<file path="config.mk">
export PLATFORM = sky130hd
export DESIGN_NAME = ucie_ctl_sb_tx_scheduler_flat
export DESIGN_NICKNAME = d
export VERILOG_FILES = /design/src/rtl/ucie_ctl_sb_pkg.sv /design/src/rtl/ucie_ctl_sb_tx_scheduler_if.sv /design/src/rtl/UCIE_ctl_parity_generator.sv /design/src/rtl/ucie_ctl_sb_tx_scheduler.sv /design/src/flat_wrapper.sv
export SDC_FILE = /design/constraint.sdc
export NUM_CORES = 1
export LEC_CHECK = 0
export CAP_MARGIN = 10
export CELL_PAD_IN_SITES_DETAIL_PLACEMENT = 0
export CELL_PAD_IN_SITES_GLOBAL_PLACEMENT = 2
export CORE_AREA = 2 2 188 190
export CTS_CLUSTER_DIAMETER = 60
export DETAILED_ROUTE_END_ITERATION = 8
export DIE_AREA = 0 0 190 192
export PLACE_DENSITY = 0.91
export SYNTH_ARGS = -nofsm -noshare
export SYNTH_HDL_FRONTEND = slang
export SYNTH_HIERARCHICAL = 1
export SYNTH_SLANG_ARGS = --single-unit
</file>
<file path="constraint.sdc">
create_clock -name i_clk -period 2.59 [get_ports i_clk]
set_input_delay 0.518 -clock i_clk [delete_from_list [all_inputs] [get_ports i_clk]]
set_output_delay 0.518 -clock i_clk [all_outputs]
set_load 0.01 [all_outputs]
</file>
<file path="src/rtl/ucie_ctl_sb_pkg.sv">
// Shared types and constants for the UCIe sideband transmit scheduler.
package ucie_ctl_sb_pkg;

   localparam int PHASE0_W           = 32;
   localparam int PHASE1_W           = 30;
   localparam int DATA_W             = 64;
   localparam int WORD_W             = 32;
   localparam int GAP_CNT_W          = 4;
   localparam int GAP_CYCLES_DEFAULT = 2;

   // Position of each word inside a packet on the serial stream.
   localparam int WORD_HDR0 = 0;
   localparam int WORD_HDR1 = 1;
   localparam int WORD_DAT0 = 2;
   localparam int WORD_DAT1 = 3;

   typedef enum logic [2:0] {
      ST_IDLE,
      ST_CALC,
      ST_HDR0,
      ST_HDR1,
      ST_DAT0,
      ST_DAT1,
      ST_GAP
   } state_e;

   // Two-way round-robin pick: a lone request wins outright, a tie goes to rr.
   function automatic logic rr_pick(input logic [1:0] valid, input logic rr);
      logic winner;
      winner = rr;
      if (valid == 2'b01) winner = 1'b0;
      else if (valid == 2'b10) winner = 1'b1;
      return winner;
   endfunction

endpackage

</file>
<file path="src/rtl/ucie_ctl_sb_tx_scheduler_if.sv">
// Request and transmit-stream bundle between requesters/serializer and the scheduler.
interface ucie_ctl_sb_tx_scheduler_if;
   import ucie_ctl_sb_pkg::*;

   logic [1:0]          i_req_valid;
   logic [PHASE0_W-1:0] i_req0_phase0;
   logic [PHASE0_W-1:0] i_req1_phase0;
   logic [PHASE1_W-1:0] i_req0_phase1;
   logic [PHASE1_W-1:0] i_req1_phase1;
   logic                i_req0_has_data;
   logic                i_req1_has_data;
   logic [DATA_W-1:0]   i_req0_data;
   logic [DATA_W-1:0]   i_req1_data;
   logic [1:0]          o_req_ack;
   logic                o_tx_valid;
   logic [WORD_W-1:0]   o_tx_data;
   logic                o_tx_last;
   logic                i_tx_ready;

   modport master (
      output i_req_valid, i_req0_phase0, i_req1_phase0, i_req0_phase1, i_req1_phase1,
             i_req0_has_data, i_req1_has_data, i_req0_data, i_req1_data, i_tx_ready,
      input  o_req_ack, o_tx_valid, o_tx_data, o_tx_last
   );

   modport slave (
      input  i_req_valid, i_req0_phase0, i_req1_phase0, i_req0_phase1, i_req1_phase1,
             i_req0_has_data, i_req1_has_data, i_req0_data, i_req1_data, i_tx_ready,
      output o_req_ack, o_tx_valid, o_tx_data, o_tx_last
   );

endinterface

</file>
<file path="src/rtl/UCIE_ctl_parity_generator.sv">
// Sideband parity: cp covers the 62 header bits, dp covers the 64 payload bits.
module UCIE_ctl_parity_generator
   import ucie_ctl_sb_pkg::*;
(
   input  logic                i_clk,
   input  logic                i_rst,
   input  logic [PHASE0_W-1:0] i_phase0,
   input  logic [PHASE1_W-1:0] i_phase1,
   input  logic [WORD_W-1:0]   i_data_hi,
   input  logic [WORD_W-1:0]   i_data_lo,
   output logic                o_cp,
   output logic                o_dp
);

   // Purely combinational; clock and reset are carried only for port compatibility.
   logic w_unused;
   assign w_unused = i_clk ^ i_rst;

   assign o_cp = ^{i_phase0, i_phase1};
   assign o_dp = ^{i_data_hi, i_data_lo};

endmodule

</file>
<file path="src/rtl/ucie_ctl_sb_tx_scheduler.sv">
// Sideband TX scheduler: round-robin grant of two requesters, parity, 32-bit word
// serialization over valid/ready, and a fixed idle gap after every packet.
module ucie_ctl_sb_tx_scheduler
   import ucie_ctl_sb_pkg::*;
#(
   parameter int GAP_CYCLES = GAP_CYCLES_DEFAULT
) (
   input  logic                        i_clk,
   input  logic                        i_rst,
   ucie_ctl_sb_tx_scheduler_if.slave   sb,
   output logic                        o_busy
);

   localparam logic [GAP_CNT_W-1:0] GAP_LOAD  = GAP_CNT_W'(GAP_CYCLES - 1);
   localparam state_e               AFTER_PKT = (GAP_CYCLES == 0) ? ST_IDLE : ST_GAP;

   state_e              r_state;
   state_e              w_next_state;
   logic                r_rr;
   logic                r_winner;
   logic [PHASE0_W-1:0] r_phase0;
   logic [PHASE1_W-1:0] r_phase1;
   logic                r_has_data;
   logic [DATA_W-1:0]   r_data;
   logic                r_cp;
   logic                r_dp;
   logic [GAP_CNT_W-1:0] r_gap_cnt;

   logic                w_grant;
   logic                w_winner;
   logic                w_sel_has_data;
   logic [DATA_W-1:0]   w_sel_data;
   logic                w_cp;
   logic                w_dp;
   logic [1:0]          w_ack;
   logic                w_tx_valid;
   logic [WORD_W-1:0]   w_tx_data;
   logic                w_tx_last;

   // The last GAP cycle doubles as an arbitration slot so back-to-back traffic
   // sees exactly GAP_CYCLES dead cycles.
   assign w_grant = ((r_state == ST_IDLE) || (r_state == ST_GAP && r_gap_cnt == '0))
                    && (|sb.i_req_valid);
   assign w_winner       = rr_pick(sb.i_req_valid, r_rr);
   assign w_sel_has_data = w_winner ? sb.i_req1_has_data : sb.i_req0_has_data;
   assign w_sel_data     = w_winner ? sb.i_req1_data : sb.i_req0_data;

   UCIE_ctl_parity_generator u_parity (
      .i_clk     (i_clk),
      .i_rst     (i_rst),
      .i_phase0  (r_phase0),
      .i_phase1  (r_phase1),
      .i_data_hi (r_data[DATA_W-1:WORD_W]),
      .i_data_lo (r_data[WORD_W-1:0]),
      .o_cp      (w_cp),
      .o_dp      (w_dp)
   );

   // NOTE: every output gets a default before the case, so no path can infer a latch.
   always_comb begin
      w_next_state = r_state;
      w_ack        = 2'b00;
      w_tx_valid   = 1'b0;
      w_tx_data    = '0;
      w_tx_last    = 1'b0;
      unique case (r_state)
         ST_IDLE: if (w_grant) w_next_state = ST_CALC;
         ST_CALC: begin
            w_ack        = r_winner ? 2'b10 : 2'b01;
            w_next_state = ST_HDR0;
         end
         ST_HDR0: begin
            w_tx_valid = 1'b1;
            w_tx_data  = r_phase0;
            if (sb.i_tx_ready) w_next_state = ST_HDR1;
         end
         ST_HDR1: begin
            w_tx_valid = 1'b1;
            w_tx_data  = {r_dp, r_cp, r_phase1};
            w_tx_last  = ~r_has_data;
            if (sb.i_tx_ready) w_next_state = r_has_data ? ST_DAT0 : AFTER_PKT;
         end
         ST_DAT0: begin
            w_tx_valid = 1'b1;
            w_tx_data  = r_data[DATA_W-1:WORD_W];
            if (sb.i_tx_ready) w_next_state = ST_DAT1;
         end
         ST_DAT1: begin
            w_tx_valid = 1'b1;
            w_tx_data  = r_data[WORD_W-1:0];
            w_tx_last  = 1'b1;
            if (sb.i_tx_ready) w_next_state = AFTER_PKT;
         end
         ST_GAP: if (r_gap_cnt == '0) w_next_state = w_grant ? ST_CALC : ST_IDLE;
         default: w_next_state = ST_IDLE;
      endcase
   end

   // NOTE: sequential state uses non-blocking assignments so every register samples pre-edge values.
   always_ff @(posedge i_clk) begin
      if (i_rst) begin
         r_state    <= ST_IDLE;
         r_rr       <= 1'b0;
         r_winner   <= 1'b0;
         r_phase0   <= '0;
         r_phase1   <= '0;
         r_has_data <= 1'b0;
         r_data     <= '0;
         r_cp       <= 1'b0;
         r_dp       <= 1'b0;
         r_gap_cnt  <= '0;
      end else begin
         r_state <= w_next_state;
         if (w_grant) begin
            r_winner   <= w_winner;
            r_rr       <= ~w_winner;
            r_phase0   <= w_winner ? sb.i_req1_phase0 : sb.i_req0_phase0;
            r_phase1   <= w_winner ? sb.i_req1_phase1 : sb.i_req0_phase1;
            r_has_data <= w_sel_has_data;
            r_data     <= w_sel_has_data ? w_sel_data : '0;
         end
         // Parity is frozen for the whole packet once the capture has settled.
         if (r_state == ST_CALC) begin
            r_cp <= w_cp;
            r_dp <= w_dp;
         end
         if (w_next_state == ST_GAP && r_state != ST_GAP) r_gap_cnt <= GAP_LOAD;
         else if (r_state == ST_GAP && r_gap_cnt != '0) r_gap_cnt <= r_gap_cnt - GAP_CNT_W'(1);
      end
   end

   assign sb.o_req_ack  = w_ack;
   assign sb.o_tx_valid = w_tx_valid;
   assign sb.o_tx_data  = w_tx_data;
   assign sb.o_tx_last  = w_tx_last;
   assign o_busy        = (r_state != ST_IDLE);

endmodule

</file>
<file path="src/flat_wrapper.sv">
// flat-port wrapper written by rule: the top's interface ports become plain ports
module ucie_ctl_sb_tx_scheduler_flat import ucie_ctl_sb_pkg::*;
#(
   parameter int GAP_CYCLES = GAP_CYCLES_DEFAULT
)
  (i_clk, i_rst, o_busy, sb_i_req_valid, sb_i_req0_phase0, sb_i_req1_phase0, sb_i_req0_phase1, sb_i_req1_phase1, sb_i_req0_has_data, sb_i_req1_has_data, sb_i_req0_data, sb_i_req1_data, sb_i_tx_ready, sb_o_req_ack, sb_o_tx_valid, sb_o_tx_data, sb_o_tx_last);
  ucie_ctl_sb_tx_scheduler_if sb_i ();
  input  logic i_clk;
  input  logic i_rst;
  output logic o_busy;
  input wire logic [$bits(sb_i.i_req_valid)-1:0] sb_i_req_valid;
  input wire logic [$bits(sb_i.i_req0_phase0)-1:0] sb_i_req0_phase0;
  input wire logic [$bits(sb_i.i_req1_phase0)-1:0] sb_i_req1_phase0;
  input wire logic [$bits(sb_i.i_req0_phase1)-1:0] sb_i_req0_phase1;
  input wire logic [$bits(sb_i.i_req1_phase1)-1:0] sb_i_req1_phase1;
  input wire logic [$bits(sb_i.i_req0_has_data)-1:0] sb_i_req0_has_data;
  input wire logic [$bits(sb_i.i_req1_has_data)-1:0] sb_i_req1_has_data;
  input wire logic [$bits(sb_i.i_req0_data)-1:0] sb_i_req0_data;
  input wire logic [$bits(sb_i.i_req1_data)-1:0] sb_i_req1_data;
  input wire logic [$bits(sb_i.i_tx_ready)-1:0] sb_i_tx_ready;
  output wire logic [$bits(sb_i.o_req_ack)-1:0] sb_o_req_ack;
  output wire logic [$bits(sb_i.o_tx_valid)-1:0] sb_o_tx_valid;
  output wire logic [$bits(sb_i.o_tx_data)-1:0] sb_o_tx_data;
  output wire logic [$bits(sb_i.o_tx_last)-1:0] sb_o_tx_last;
  assign sb_i.i_req_valid = sb_i_req_valid;
  assign sb_i.i_req0_phase0 = sb_i_req0_phase0;
  assign sb_i.i_req1_phase0 = sb_i_req1_phase0;
  assign sb_i.i_req0_phase1 = sb_i_req0_phase1;
  assign sb_i.i_req1_phase1 = sb_i_req1_phase1;
  assign sb_i.i_req0_has_data = sb_i_req0_has_data;
  assign sb_i.i_req1_has_data = sb_i_req1_has_data;
  assign sb_i.i_req0_data = sb_i_req0_data;
  assign sb_i.i_req1_data = sb_i_req1_data;
  assign sb_i.i_tx_ready = sb_i_tx_ready;
  assign sb_o_req_ack = sb_i.o_req_ack;
  assign sb_o_tx_valid = sb_i.o_tx_valid;
  assign sb_o_tx_data = sb_i.o_tx_data;
  assign sb_o_tx_last = sb_i.o_tx_last;
  ucie_ctl_sb_tx_scheduler #(.GAP_CYCLES(GAP_CYCLES)) u_core (.i_clk(i_clk), .i_rst(i_rst), .sb(sb_i), .o_busy(o_busy));
endmodule
</file>
# Yosys cells after proc, flatten, opt, wreduce, memory -nomap -nowiden
# Cells that the tools add are included.
# totals
register_bits	138
inputBits	259
out_inout_bits	37
wordCells	62
# classes
add_sub_neg	1
n_eq_ne	10
mux	23
bitwise_logic	2
n_reduce_logical	15
# ops
op	count
64-bit two-way mux	2
32-bit one-hot mux with 4 select lines	1
64-bit XOR reduction	1
62-bit XOR reduction	1
32-bit two-way mux	1
30-bit two-way mux	1
3-bit one-hot mux with 7 select lines	1
3-bit two-way mux	6
3-bit == test, second input constant	4
1-bit two-way mux	7
3-bit by 2-bit == test with 1-bit output, second input constant	2
2-bit two-way mux	3
1-bit logical AND	4
4-bit zero test	1
4-bit nonzero test	1
2-bit OR reduction	2
4-bit OR reduction	1
4-bit by 1-bit subtractor with 4-bit output, second input constant	1
3-bit by 1-bit == test with 1-bit output, second input constant	1
3-bit zero test	1
3-bit inequality test, second input constant	1
3-bit nonzero test	1
2-bit by 1-bit == test with 1-bit output, second input constant	1
2-bit == test, second input constant	1
4 further kinds	5

# Logic depth before layout (Yosys ltp)
# depth
word_depth	10
depth_mapped	8
depth_no_buf	8

# Modules after synthesis
# The synthesis kept the hierarchy.
# modules_own_cells
mod	instances	cells_each	area_per_inst_um2	seq_area_each_um2
ucie_ctl_sb_tx_scheduler	1	905	8116.5	2762.6
UCIE_ctl_parity_generator	1	124	1086.0	0.0

# Least setup slack after synthesis
# Ideal clock, no wire load.
# synth_timing
path_type	reg2out
startpoint	reg u_core.r_state[0]
endpoint	out sb_o_tx_data[13]
t_arrival_ns	1.601
t_required_ns	2.072
path_slack_ns	0.471
path_stages_with_launch	6
path_buffers	3
cell_sequence	dfxtp_1 > clkbuf_1 > buf_2 > buf_1 > mux2i_1 > o22ai_1
# synth_via
elab_chain_cells	2
elab_cells_between_ends	5
classes_between	eq/ne: 4; mux: 1
# synth_rtl
item	line_no	text
start, declared	ucie_ctl_sb_tx_scheduler.sv:17	state_e r_state;
start signal, assigned	ucie_ctl_sb_tx_scheduler.sv:113	r_state <= w_next_state;
3-bit == test or 3-bit by 2-bit == test with 1-bit output (tied branches)	ucie_ctl_sb_tx_scheduler.sv:66	unique case (r_state)
32-bit one-hot mux with 4 select lines *	ucie_ctl_sb_tx_scheduler.sv:66	
end, declared	flat_wrapper.sv:23	output wire logic [$bits(sb_i.o_tx_data)-1:0] sb_o_tx_data;
# Every way passes the cells marked *; elsewhere a longest branch is shown, timed or not.

# Worst setup path after layout
# layout_timing
startpoint	reg u_core.r_state[0]
endpoint	out sb_o_tx_data[14]
# Same word-level chain as after synthesis.

==> summary.txt <==
Global route
  – Initial antenna violation count: 0
  – First-pass GRT wire length: about 49,000 um
  – Largest net degree at the start of global routing: 73
  – GR Overflow Total: 0
  – Gr usage total: between 10% and 20%
  – Number of global-route vias before repair: around 8,500

Timing
  – Final worst path period share: 99.0%
  – Final hold violations: 0
  – Final slew viol count: 0
  – Rel. slew slack: a little over half
  – Worst clock skew: 0.00875 ns
  – Final worst path period need: roughly 2.6 ns
  – Max Fclk: between 300 and 400 MHz
  – Slew @ Worst Pin: 0.683 ns
  – # setup viols final: 0
  – RSZ-0062 raised after global routing: true

Placed design
  – Port bufs: 295
  – Final HPWL DP: roughly 25,000 um
  – RePlAce Congestion: between 0.7 and 0.8
  – Placed cell area: between 10,000 and 15,000 um2

Worst setup path
  – CP startpoint kind: flip-flop
  – R2r worst-path depth: 8
  – R2R Path End: u_core/r_data[0]$_SDFFE_PP0P_
  – WP data required: 2.07 ns
  – Setup CP Type: reg2out
  – Setup slack, reg-to-reg: ~0.26 ns
  – Reg2reg start: u_core/r_gap_cnt[0]$_SDFFE_PP0P_
  – Critical-path maximum fanout: 17
  – Worst Setup End Kind: output pin
  – Data arrival, critical path: about 2.1 ns

Min path
  – Hold endpoint: u_core/r_dp$_SDFFE_PP0N_
  – Hold WC Path Type: reg2reg
  – Worst Hold Depth: 2
  – Min-delay src: u_core/r_dp$_SDFFE_PP0N_

Clock network
  – Cts-stage hold buffer count: 0
  – Clk Latency, worst-skew pair: around 0.42 ns
  – Worst-case clock buffer depth: 2
  – H-Tree Depth: 4
  – Worst-path clk slew: approximately 0.06 ns
  – Total CTS buffers: 17
  – CTS tree: built
  – CTS root buffer: clkbuf_16
  – Clock Sinks: 138

Routing
  – Drt pass-1 iters: 4
  – Via count: 8,419
  – WL per Instance: approximately 19 um
  – Post-DR vias/cell: around 4.8
  – DR DRC count: 0
  – 1st-iter DRT viols: 328
  – Final ANT Viol Nets: 0
  – Routed wire length: 33,100 um

Synth
  – Synth unique cells: 40
  – Post-synthesis sequential element count: approximately 140
  – Synth Area per Inst: 8.94 um2
  – Syn Nets: 1,289
  – YS warnings: 6
  – Seq/Total Area, Yosys: 30.0%
  – Post-Syn Area: 9200 um2
  – Syn Inst Count: 1,029

Floorplan
  – Die area: roughly 36,000 um2
  – Core box area: about 34,000 um2
  – Row cnt: 68
  – Initial Utilization: a little over a quarter
  – Number of top-level pins: ~300
  – Die width: 190 um
  – Die Y: between 150 and 200 um

Flow run
  – Max-cap violations: 0

Power
  – PD cells: just over 700 nW/um2
  – Maximum vdd drop: around 0.00043 V
  – Total Power: 0.00987 W
  – Clock network power share: around 27%
  – Flop pwr share: roughly 28%
  – NetSw: ~0.0035 W
  – P_int: 0.00642 W
  – Combinational share of power: 44.4%
  – Pleak: approximately 5.0 nW
  – Sw Share: about a third

Final layout
  – Footprint of the multi-input gates: just under 6000 um2
  – Filler cells: roughly 3,400
  – Layout cells sized above 1: 13.1%
  – Most frequent cells in the layout: 271 x clkdlybuf4s50_1, 134 x dfxtp_1, 127 x o211ai_1, 111 x mux2i_1, 111 x xnor2_1
  – Reg area: about 2800 um2
  – Commonest non-fill, non-tap cell in the layout: clkdlybuf4s50_1
  – Fin nets: approximately 1,500
  – Post-route cell area: approximately 14,000 um2
  – Area grow syn2layout: 47.9%

Status
  – Status: finished clean
cells by family (layout without fill, tap and decap cells):
kind of cell	count (synthesis)	in the layout	share of synthesized area (%)
XOR/XNOR	128	128	12.2
AO/OA/AOI/OAI	302	302	25.7
flip-flops	138	138	30.0
other	0	1	0
adder cells (fa/ha/maj)	1	1	0.136
buffers and inverters	169	434	8.09
AND/OR/NAND/NOR	163	163	9.91
multiplexers	128	128	13.9
sequential cells by signal, indices dropped and copies added, names as in the netlist:
signal             cells
u_core/r_dp            1
u_core/r_has_data      1
u_core/r_winner        1
u_core/r_phase1       30
u_core/r_cp            1
u_core/r_state         3
u_core/r_rr            1
u_core/r_phase0       32
u_core/r_data         64
u_core/r_gap_cnt       4
routing by layer:
metal / share of wire (%) / up-vias / GRT usage, %
met1: 44 / 3981 / 22.7
met3: 6.1 / 17 / 4.15
met4: 1.1 / 0 / 4.23
li1: - / 4210 / -
met2: 48 / 211 / 29.7
met5: 0 / - / 0
worst max path at each step:
| stage | end | cells past startpoint | start | slack (ns) |
|---|---|---|---|---|
| 6_report | sb_o_tx_data[14] | 4 | u_core/r_state[0]$_SDFF_PP0_ | 0.03 |
| 5_1_grt | sb_o_tx_data[5] | 4 | u_core/r_state[0]$_SDFF_PP0_ | -0.01 |
| 4_1_cts | sb_o_tx_data[29] | 4 | u_core/r_state[0]$_SDFF_PP0_ | -0.005 |
| 3_5_place_dp | u_core/r_data[0]$_SDFFE_PP0P_ | 7 | sb_i_req_valid[0] | 0.07 |
| 3_3_place_gp | u_core/r_data[54]$_SDFFE_PP0P_ | 7 | sb_i_req_valid[0] | 0.13 |
| 2_1_floorplan | sb_o_tx_data[13] | 5 | u_core/r_state[0]$_SDFF_PP0_ | 0.47 |
cells in the mapped netlist, drive strengths merged:
cell	number	share of area (%)
a31o	1	0.095
nor3b	1	0.082
mux2i	128	14
a31oi	1	0.068
a2111o	1	0.12
nand4	1	0.068
o21ai	3	0.16
nor2b	1	0.068
or2	1	0.068
or3b	1	0.12
a2111oi	1	0.30
o31ai	64	8.5
nand2b	4	0.27
a21oi	70	3.8
o21a	1	0.082
nand2	72	2.9
nand3b	64	5.2
a211oi	1	0.082
or3	1	0.068
nor3	1	0.054
and2	2	0.14
dfxtp	138	30
and3b	1	0.095
nor2	6	0.24
buf	48	3.2
xnor2	111	11
xor2	17	1.6
clkbuf	55	2.2
o211ai	127	10
and3	1	0.068
inv	66	2.7
o22ai	32	2.2
nand4b	2	0.19
ha	1	0.14
nand3	4	0.22
power by group through the flow:
| stage | Combinational (W) | Clock [W] | Sequential, W |
|---|---|---|---|
| 3_3_place_gp | 0.00434 | 0 | 0.00282 |
| 5_1_grt | 0.00474 | 0.00285 | 0.00282 |
| 4_1_cts | 0.00444 | 0.00277 | 0.00278 |
| 3_5_place_dp | 0.00437 | 0 | 0.00282 |
| 6_report | 0.00439 | 0.00270 | 0.00278 |
| 2_1_floorplan | 0.00306 | 0 | 0.00267 |
stage by stage:
step / cells / worst slack, ns / TNS [ns] / utilization (%) / hold slack [ns]
2_1_floorplan: 1029 / 0.471 / 0 / - / 0.436
3_3_place_gp: 1717 / 0.128 / 0 / 37.3 / 0.443
3_5_place_dp: 1717 / 0.0733 / 0 / 37.3 / 0.448
4_1_cts: 1749 / -0.00504 / -0.00873 / 39.4 / 0.456
5_1_grt: 1749 / -0.0138 / -0.0162 / 39.7 / 0.481
6_report: 1750 / 0.0264 / 0 / 39.7 / 0.456
critical path: stages, from the launching register on:
cell	delay, ns
dfxtp_4	0.41
buf_12	0.18
mux2i_1	0.35
o22ai_2	0.17
clkdlybuf4s50_1	0.50
repair_timing:
| item | 4_1_cts | 5_1_grt |
|---|---|---|
| setup buffers | 1 | 0 |
| gates resized for setup | 26 | 27 |
| setup endpoints to repair | 34 | 22 |
area by class of cell:
type / count / area share (%)
antenna: 1 / 0.0184
clock buffer: 19 / 3.33
clock inverter: 12 / 1.44
inverter: 66 / 1.82
multi-input combinational: 722 / 42.9
sequential: 138 / 20.4
tap: 455 / 4.18
timing repair buffer: 337 / 25.9
(Power assumes the default switching activity.)
